File: config.mk
export PLATFORM = sky130hd
export DESIGN_NAME = jump_trace_encoder
export DESIGN_NICKNAME = d
export VERILOG_FILES = /design/src/rtl/jump_trace_pkg.sv /design/src/rtl/jump_trace_fifo.sv /design/src/rtl/jump_trace_encoder.sv
export SDC_FILE = /design/constraint.sdc
export NUM_CORES = 1
export LEC_CHECK = 0
export CAP_MARGIN = 5
export CORE_UTILIZATION = 50
export CTS_CLUSTER_SIZE = 40
export DETAILED_ROUTE_END_ITERATION = 6
export PLACE_DENSITY = 0.72
export SLEW_MARGIN = 10
export SYNTH_ARGS = -nofsm -noshare
export SYNTH_HDL_FRONTEND = slang
export SYNTH_SLANG_ARGS = --single-unit
File: constraint.sdc
create_clock -name i_clk -period 30.1 [get_ports i_clk]
set_input_delay 6.02 -clock i_clk [delete_from_list [all_inputs] [get_ports i_clk]]
set_output_delay 6.02 -clock i_clk [all_outputs]
set_load 0.01 [all_outputs]
File: src/rtl/jump_trace_pkg.sv
// Shared types and helpers for the jump-trace encoder: address width, record layout, sequential test.
package jump_trace_pkg;

    localparam int ADDR_W_DEF     = 32;
    localparam int INSTR_STEP_DEF = 4;

    typedef struct packed {
        logic [ADDR_W_DEF-1:0] src;
        logic [ADDR_W_DEF-1:0] dst;
    } jump_rec_t;

    // Wraps modulo 2^ADDR_W_DEF, so all-ones-minus-3 followed by 0 is sequential.
    function automatic logic is_sequential(
        input logic [ADDR_W_DEF-1:0] prev,
        input logic [ADDR_W_DEF-1:0] cur,
        input logic [ADDR_W_DEF-1:0] step = ADDR_W_DEF'(INSTR_STEP_DEF)
    );
        return cur == prev + step;
    endfunction

endpackage

File: src/rtl/jump_trace_fifo.sv
// Synchronous FIFO of jump records; extra pointer MSB distinguishes full from empty.
// A push into a full FIFO is accepted only when a pop happens on the same edge.
module jump_trace_fifo
    import jump_trace_pkg::*;
#(
    parameter int DEPTH = 8
) (
    input  logic      i_clk,
    input  logic      i_rst,
    input  logic      i_push,
    input  jump_rec_t i_data,
    input  logic      i_pop,
    output jump_rec_t o_data,
    output logic      o_full,
    output logic      o_empty
);

    localparam int PTR_W = $clog2(DEPTH);

    jump_rec_t        r_mem [DEPTH];
    logic [PTR_W:0]   r_wr_ptr;
    logic [PTR_W:0]   r_rd_ptr;
    logic             w_push;
    logic             w_pop;

    assign o_empty = (r_wr_ptr == r_rd_ptr);
    assign o_full  = (r_wr_ptr[PTR_W] != r_rd_ptr[PTR_W]) &&
                     (r_wr_ptr[PTR_W-1:0] == r_rd_ptr[PTR_W-1:0]);
    assign w_pop   = i_pop & ~o_empty;
    assign w_push  = i_push & (~o_full | w_pop);
    assign o_data  = o_empty ? '0 : r_mem[r_rd_ptr[PTR_W-1:0]];

    // NOTE: storage is deliberately not reset; the empty flag gates o_data so stale entries never escape.
    always_ff @(posedge i_clk) begin
        if (w_push) begin
            r_mem[r_wr_ptr[PTR_W-1:0]] <= i_data;
        end
    end

    // NOTE: non-blocking assignments, so both pointers update from their pre-edge values.
    always_ff @(posedge i_clk) begin
        if (i_rst) begin
            r_wr_ptr <= '0;
            r_rd_ptr <= '0;
        end else begin
            if (w_push) r_wr_ptr <= r_wr_ptr + (PTR_W+1)'(1);
            if (w_pop)  r_rd_ptr <= r_rd_ptr + (PTR_W+1)'(1);
        end
    end

endmodule

File: src/rtl/jump_trace_encoder.sv
// Watches the fetch address stream, turns non-sequential transitions into {src,dst} records.
// Optional saturating jump/drop counters when JUMP_TRACE_STATS_EN is defined. ADDR_W must equal ADDR_W_DEF.
module jump_trace_encoder
    import jump_trace_pkg::*;
#(
    parameter int ADDR_W     = ADDR_W_DEF,
    parameter int INSTR_STEP = INSTR_STEP_DEF,
    parameter int DEPTH      = 8
) (
    input  logic              i_clk,
    input  logic              i_rst,
    input  logic [ADDR_W-1:0] i_instr_addr,
    input  logic              i_instr_valid,
    output logic              o_rec_valid,
    input  logic              i_rec_ready,
    output logic [ADDR_W-1:0] o_rec_src,
    output logic [ADDR_W-1:0] o_rec_dst,
    output logic              o_overflow
`ifdef JUMP_TRACE_STATS_EN
    ,
    output logic [15:0]       o_jump_count,
    output logic [15:0]       o_drop_count
`endif
);

    logic [ADDR_W-1:0] r_prev_addr;
    logic              r_prev_vld;
    logic              r_overflow;
    logic              w_jump;
    logic              w_pop;
    logic              w_drop;
    logic              w_full;
    logic              w_empty;
    jump_rec_t         w_rec;
    jump_rec_t         w_head;

    // NOTE: default assignment first keeps this block purely combinational.
    always_comb begin
        w_jump = 1'b0;
        if (i_instr_valid && r_prev_vld) begin
            w_jump = (i_instr_addr != r_prev_addr) &&
                     !is_sequential(r_prev_addr, i_instr_addr, ADDR_W'(INSTR_STEP));
        end
    end

    assign w_rec.src = r_prev_addr;
    assign w_rec.dst = i_instr_addr;
    assign w_pop     = o_rec_valid & i_rec_ready;
    assign w_drop    = w_jump & w_full & ~w_pop;

    always_ff @(posedge i_clk) begin
        if (i_rst) begin
            r_prev_addr <= '0;
            r_prev_vld  <= 1'b0;
            r_overflow  <= 1'b0;
        end else begin
            if (i_instr_valid) begin
                r_prev_addr <= i_instr_addr;
                r_prev_vld  <= 1'b1;
            end
            if (w_drop) r_overflow <= 1'b1;
        end
    end

    jump_trace_fifo #(
        .DEPTH (DEPTH)
    ) u_fifo (
        .i_clk   (i_clk),
        .i_rst   (i_rst),
        .i_push  (w_jump),
        .i_data  (w_rec),
        .i_pop   (w_pop),
        .o_data  (w_head),
        .o_full  (w_full),
        .o_empty (w_empty)
    );

    assign o_rec_valid = ~w_empty;
    assign o_rec_src   = w_head.src;
    assign o_rec_dst   = w_head.dst;
    assign o_overflow  = r_overflow;

`ifdef JUMP_TRACE_STATS_EN
    logic [15:0] r_jump_count;
    logic [15:0] r_drop_count;

    // Dropped jumps still count as detected jumps.
    always_ff @(posedge i_clk) begin
        if (i_rst) begin
            r_jump_count <= '0;
            r_drop_count <= '0;
        end else begin
            if (w_jump && r_jump_count != 16'hFFFF) r_jump_count <= r_jump_count + 16'd1;
            if (w_drop && r_drop_count != 16'hFFFF) r_drop_count <= r_drop_count + 16'd1;
        end
    end

    assign o_jump_count = r_jump_count;
    assign o_drop_count = r_drop_count;
`endif

endmodule

==> summary.md <==
| Metric | Value |
|---|---|
| Latest clock arrival within the worst-skew pair | `0.60 ns` |
| Placed Area | `24000 sq um` |
| Worst EP required | `24.08 ns` |
| GR Overflow Total | `0` |
| CP Cell Sequence | `buf_4, mux4_2, mux2i_1, nor2_1, clkdlybuf4s50_1` |
| Clk pwr share | `40.3%` |
| Tightest Pin Transition | `1.13 ns` |
| Max_cap viols | `0` |
| WHS | `0.450 ns` |
| Syn_area_per_cell | `19.1 sq um` |
| Clock skew | `0.0180 ns` |
| Initial DRC count | `858` |
| Mux cell area share after synthesis | `17.4%` |
| Gpl congestion | `0.831` |
| Cell Area, Synth | `22300 sq um` |
| Post-synth EDFFs | `512` |
| Synth top area share | `69.0%` |
| Total Routing Usage GR | `21.3%` |
| Final nets | `1327` |
| Clk buf depth | `3` |
| Top-count cell post-synth | `edfxtp_1` |
| Count of final setup violators | `0` |
| HP Class | `reg2reg` |
| Syn nets | `1209` |
| Max Clock Freq | `100 MHz` |
| CTS tree | `yes` |
| Setup TNS | `0 ns` |
| Met3 Wirelength | `3050 um` |
| CP Data Arrival Time | `3.95 ns` |
| Post-synthesis simple-gate area fraction | `5.00%` |
| Starting Density | `50.5%` |
| Crit Path Max Fanout | `52` |
| Routed Antenna Nets | `0` |
| Root Buffer | `clkbuf_16` |
| Final hold violations | `0` |
| Reg-to-Reg Start | `r_prev_addr[9]` |
| Core Box Area | `44100 sq um` |
| Post-synthesis adder-cell area fraction | `0.168%` |
| Synth Instances | `1170` |
| Fraction of the yosys area taken by sequential cells | `73.0%` |
| Peak VDD IR | `0.0618 mV` |
| Post-CTS sizing | `0` |
| Worst-path clk slew | `0.06 ns` |
| Storage cell area | `16300 sq um` |
| Vias per Instance | `5.87` |
| Switch Pwr | `0.366 mW` |
| Slowest CP cell | `dfxtp_4` |
| Met1 WL | `20100 um` |
| CTS Sinks | `557` |
| Failing checks | `design-rule violations` |
| Leading register cell type out of synthesis | `edfxtp_1` |
| Area of the multi-input gates | `5780 sq um` |
| Setup crit end kind | `output port` |
| Largest net degree at the start of global routing | `73` |
| Outcome | `complete, but fails checks` |
| CTS H-Tree Depth | `2` |
| Largest family of logic cells by synthesized area | `multiplexers` |
| Switching share of power | `21.6%` |
| Die Wd | `213 um` |
| Max layer used | `met4` |
| Sequential share of power | `51.5%` |
| Max-slew violations | `0` |
| N_diodes | `0` |
| Placed wire-length estimate | `25900 um` |
| Post-Route WL | `46600 um` |
| FILL cells | `3291` |
| Design Area, Final | `25800 sq um` |
| Number of distinct library cells after synthesis | `56` |
| CTS buffer count | `54` |
| Post-synthesis xor/xnor area fraction | `1.85%` |
| Final core occ | `58.5%` |
| Total number of vias | `11294` |
| Layout cell share with drive strength beyond 1 | `19.8%` |
| Pleak | `7.98 nW` |
| RSZ-0062 raised after global routing | `false` |
| Die ar. | `45400 sq um` |
| Min-delay src | `o_overflow` |
| Initial DRT Pass Iterations | `7` |
| Int Power | `1.33 mW` |
| Synth async-reset ratio | `0%` |
| Top cells by count, synth | `edfxtp_1, mux4_2, nor2_1` |
| Slew Limit Headroom | `24.9%` |
| Critical Path Max Stage Delay | `1.07 ns` |
| Hold_buf cts | `0` |
| DR DRC count | `2` |
| YS warnings | `0` |
| Largest area contributor in the netlist | `edfxtp_1` |
| Wire per inst | `24.2 um` |
| Core Rows | `77` |
| Initial antenna violation count | `0` |
| Compound-Gate Fraction of Synth Area | `1.36%` |
| Setup crit start kind | `flop` |
| Gate power share | `8.3%` |
| Most area-consuming cells after synthesis | `edfxtp_1, mux4_2, mux2i_1, dfxtp_1, nor2_1` |
| Vias in the first global route | `11526` |
| First-pass GRT wire length | `70900 um` |
| Final period util | `33.1%` |
| # port buffers | `101` |
| Met2 WL | `22600 um` |
| Area growth from synthesis to layout | `15.9%` |
| WS Path Type | `reg2out` |
| Pwr/cell area | `65.5 nW/um^2` |
| Chip height | `213 um` |
| Period minus WS final | `9.97 ns` |
| Postcts setup bufs | `0` |
| Yosys reg bits | `557` |
| Io pins | `102` |
## sequential cells by signal, summed over array words and instances, names as in the netlist, named ones only
signal           cells
u_fifo.r_mem       512
u_fifo.r_rd_ptr      4
r_prev_vld           1
u_fifo.r_wr_ptr      4
r_prev_addr         32
o_overflow           1
## logic make-up after synthesis
kind of cell	after synthesis
simple gates	220
compound gates	45
flops	557
buf+inv	72
fa+ha+maj	3
mux	226
xor+xnor	47
## layout by cell type (no fill, tap or decap), types with 11 or more instances in the layout
master / count
nand2_1: 15
dfxtp_1: 42
xnor2_1: 31
a21oi_1: 11
mux2i_1: 97
xor2_1: 16
clkinv_2: 13
buf_4: 22
clkbuf_16: 55
nor2_1: 119
inv_1: 11
mux4_2: 128
nand3_1: 14
clkdlybuf4s50_1: 99
nand4_1: 11
edfxtp_1: 512
## worst paths after layout
kind                         end  slack, ns  cells after the start
min reg2reg           o_overflow       0.45                      2
max                o_rec_src[13]      20.13                      5
min                   o_overflow       0.45                      2
max reg2reg  u_fifo.r_mem[1][40]      25.83                      9
## stage by stage
step / std cells / worst slack, ns / total power [mW]
after floorplan: 1170 / 15.23 / 0.969
after global placement: 1824 / 20.19 / 1.03
after detailed placement: 1824 / 20.05 / 1.03
after CTS: 1924 / 19.97 / 1.71
after global routing: 1924 / 19.73 / 1.75
final: 1924 / 20.13 / 1.69
## critical path, delay by kind of cell, from the launching register on
family	cells	cell delay, ns
buf+inv	2	1.35
flops	1	1.07
mux	2	0.79
simple gates	1	0.09
## layer usage
metal  GRT usage, %  vias up
met5              0        -
met2           34.1      360
li1               -     4943
met1           30.1     5932
met4           5.84        0
met3           4.16       59
## power by group through the flow
stage	clock network (mW)	logic (mW)	registers, mW
6_report	0.681	0.140	0.872
5_1_grt	0.722	0.151	0.874
4_1_cts	0.694	0.143	0.872
3_5_place_dp	0	0.142	0.889
3_3_place_gp	0	0.141	0.887
2_1_floorplan	0	0.0915	0.877
## final cells by class
class                   count  area share, %
inverters                  11          0.160
multi-input cells         541           22.4
clock inverters            29           1.08
repair buffers            123           4.51
flip-flops and latches    557           63.0
clock buffers              71           5.95
well taps                 592           2.87
(Power assumes the default switching activity.)
==> RTL change 1 (config.mk and constraints unchanged) <==
`DEPTH` is set to 8 in 2 places; all go to 16.
--- a/src/rtl/jump_trace_fifo.sv
+++ b/src/rtl/jump_trace_fifo.sv
@@ -5,3 +5,3 @@
 #(
-    parameter int DEPTH = 8
+    parameter int DEPTH = 16
 ) (
--- a/src/rtl/jump_trace_encoder.sv
+++ b/src/rtl/jump_trace_encoder.sv
@@ -7,3 +7,3 @@
     parameter int INSTR_STEP = INSTR_STEP_DEF,
-    parameter int DEPTH      = 8
+    parameter int DEPTH      = 16
 ) (
Check against the original RTL: same outputs for any inputs over 4 cycles, from zero or initial values and one cycle with i_rst high; that may be too few to reach the edited logic, so the function may still have changed.
==> RTL change 1 against the unedited design <==
  * Critical path depth rose by 1
  * Cell count up 65%
  * Sequential cell count increased by 515
  * Register-to-register slack got worse by 740 ps
  * First-iteration DRC count rose to 2.8 times the old value
  * Setup slack worse by 1400 ps
  * Area after synthesis increased by 88%
  * Wire length increased by 100%
  * Largest power group unchanged
  * Design area increased by 85%
  * Worst hold slack improved by 6.2 ps
  * Total power increased by 89%
  * Clock power increased by 94%
  * Count of clock-buffer cells in the layout is 61 higher
==> RTL change 1: results (changes against the unedited design) <==
outcome completed; dpl ws 19,250 ps (-803 ps); htree depth 3 (+1); first-pass GRT wire length 138 mm (+94%); Clock Skew 32.4 ps (+14.4 ps); ranking of synthesized cells by area edfxtp_1, mux4_2, dfxtp_1; GRT Total Usage 0.225 (+0.0121); sequential share of power 0.521 (+0.006); met1 usage 0.311 (+0.00986); Async S/R FF share, synth 0 (unchanged); nets@finish 2,056 (+55%); relative slew slack 0.250 (+0.000733); sequential group power 0.00167 W (+92%); DP Cell Count 2,979 (+63%); post-synthesis compound-gate area fraction 0.00766 (-0.00592); highest routed layer met5; Pint 0.00252 W (+90%); Synth Area in Adders 0.00179 (+0.000111); multiplexer share of the synthesized area 0.180 (+0.00663); DR iter-0 viols 2,392 (+180%); Post-Synth XOR/XNOR Area 0.0115 (-0.00695); worst skew pair latency 680 ps (+80 ps); DRT Wirelength 94.4 mm (+100%); syn nets 1,910 (+58%); gpl congestion 0.890 (+7.1%); met2 track demand over resource 0.369 (+0.0285); peak supply drop 0.0506 mV (-18%); DR WL met2 47.0 mm (+110%); number of synthesized flops with an enable pin 1,024 (+100%); Met1 Wirelength 37.5 mm (+86%); M3 GR Usage 0.0425 (+0.000905); post-synthesis sequential area ratio 0.758 (+0.0279); max FFs per register 1,024 (+100%); clk pwr 0.00132 W (+94%); detailed route wirelength on metal3 7.54 mm (+150%); syn avg cell area 22.4 um2 (+18%); initial antenna violation count 3 (+3); leak pwr 14.6 nW (+83%); Synth top area share 0.735 (+0.0454); via count 19,800 (+75%); hpwl dp 48.4 mm (+87%); Post-CTS Repair Setup Buffers 0 (unchanged); cts bufs inserted 103 (+91%); drt wl/cell 29.7 um (+23%); Netlist cell types 52 (-7.1%); layout cells sized above 1 0.260 (+0.0623); CP max FO 48 (-7.7%); WP data arrival 5340 ps (+1390 ps); largest net degree at the start of global routing 165 (+130%); most instantiated cells after synthesis edfxtp_1, mux4_2, clkbuf_1, nor2b_1, nor2_1; Area after DPL 44,200 um2 (+84%)
-- RTL change 1: worst paths after layout --
| check | startpoint | endpoint | slack [ps] | cells after the start |
|---|---|---|---|---|
| max | flop | o_rec_dst[4] | 18740 | 6 |
| min | o_overflow | o_overflow | 460 | 2 |
| max reg2reg | r_prev_addr[3] | u_fifo.r_mem[12][29] | 25090 | 10 |
| min reg2reg | o_overflow | o_overflow | 460 | 2 |
-- RTL change 1: cell type report --
class | instances | area [um2]
tap | 1070 | 1340
inverter | 9 | 33.8
multi-input combinational | 688 | 9800
clock inverter | 63 | 678
antenna | 1 | 2.50
timing repair buffer | 140 | 1310
sequential | 1072 | 31700
clock buffer | 132 | 2810
fill | 5760 | 34800
-- RTL change 1: worst max-delay path, cell delays in order (launching register included) --
cell and delay (ps):
dfxtp_4 1010, buf_4 830, buf_4 830, mux4_2 600, mux4_2 530, nor2b_1 200
clkdlybuf4s50_1 550
==> RTL change 2 (same flow settings) <==
Without the edit above. Put one more register stage on the output `o_overflow`, without a reset. The value now appears one clock later. The other outputs are not delayed to match.
--- a/src/rtl/jump_trace_encoder.sv
+++ b/src/rtl/jump_trace_encoder.sv
@@ -80,3 +80,5 @@
     assign o_rec_dst   = w_head.dst;
-    assign o_overflow  = r_overflow;
+    always_ff @(posedge i_clk) begin
+        o_overflow <= r_overflow;
+    end
 
Formal check against the unedited RTL: no difference found for any inputs over 4 cycles, from zero or initial values and one cycle with i_rst high; that may be too few to reach the edited logic, so the function may still have changed.
==> RTL change 2 against the unedited design <==
  * Critical path depth did not move
  * Combinational power up 3%
  * Wire length is 3.3% lower
  * Via count is 0.65% lower
  * Sequential cell count up 1
  * Area after synthesis barely moved
  * First-iteration DRC count rose by 9.9%
  * Sequential share of layout area is 0.28 points lower
  * Design area rose by 0.57%
  * Non-clock buffer count up 4
  * Total power rose by 1.7%
  * Setup slack improved by 63 ps
  * Global-route usage fell by 0.68 points
==> RTL change 2: results (changes against the unedited design) <==
reg-to-reg startpoint r_prev_addr[3]; nets@finish 1,332 (+0.38%); post-synthesis sequential area ratio 0.730 (about the same); DR iter-0 viols 943 (+9.9%); relative slew slack 0.319 (+0.0703); PnR worst setup slack 20,190 ps (+63.4 ps); hold_sp r_overflow; outcome completed; peak supply drop 0.0505 mV (-18%); crit-path max cell delay 990 ps (-80 ps); GRT Total Usage 0.206 (-0.00681); pwr dens 66.3 nW/um2 (+1.1%); drt wl/cell 23.4 um (-3.7%); multiplexer share of the synthesized area 0.173 (about the same); Critical R2R Capture u_fifo.r_mem[4][22]; M3 GR Usage 0.0299 (-0.0118); Hold Slack 414 ps (-35.6 ps); met2 track demand over resource 0.336 (-0.00461); layout cells sized above 1 0.202 (+0.00344); gpl congestion 0.871 (+4.8%); post-synthesis compound-gate area fraction 0.0136 (about the same); ranking of synthesized cells by area edfxtp_1, mux4_2, mux2i_1; detailed route wirelength on metal3 2.24 mm (-27%); DR WL met2 22.1 mm (-2.1%); Hold Crit Depth 0 (-2); Pre-Repair DR Iteration Count 5 (-2); most instantiated cells after synthesis edfxtp_1, mux4_2, nor2_1; syn nets 1,210 (+0.083%); sequential group power 0.000867 W (-0.6%); WP data arrival 3890 ps (-60 ps); Clock Skew 15.1 ps (-2.86 ps); Worst Hold End o_overflow; Via density 5.81 (-1.0%); largest net degree at the start of global routing 68 (-6.8%)
-- RTL change 2: worst reg2reg max path, stage by stage (launching register included) --
cell and delay, ps:
dfxtp_1 630, ha_1 340, nand4_1 250, nor3_1 460
a21oi_1 120, or4_1 540, nor4_1 310, and4_1 420
or2_2 300, nor4_2 70, buf_4 400
-- RTL change 2: cell type report --
type                    instances  area (um2)  area share
flip-flops and latches        558       16300       0.628
repair buffers                127        1200      0.0462
multi-input cells             541        5780       0.223
well taps                     592         741      0.0285
clock inverters                33         368      0.0142
inverters                      11        41.3     0.00159
clock buffers                  69        1540      0.0593
-- RTL change 2: how the worst max path moves through the flow --
stage | start | to
2_1_floorplan | i_instr_addr[9] | u_fifo.r_mem[1][0]
3_3_place_gp | i_instr_addr[27] | u_fifo.r_mem[4][24]
3_5_place_dp | i_instr_addr[27] | u_fifo.r_mem[4][24]
4_1_cts | flop | o_rec_src[20]
5_1_grt | flop | o_rec_src[20]
6_report | flop | o_rec_src[20]
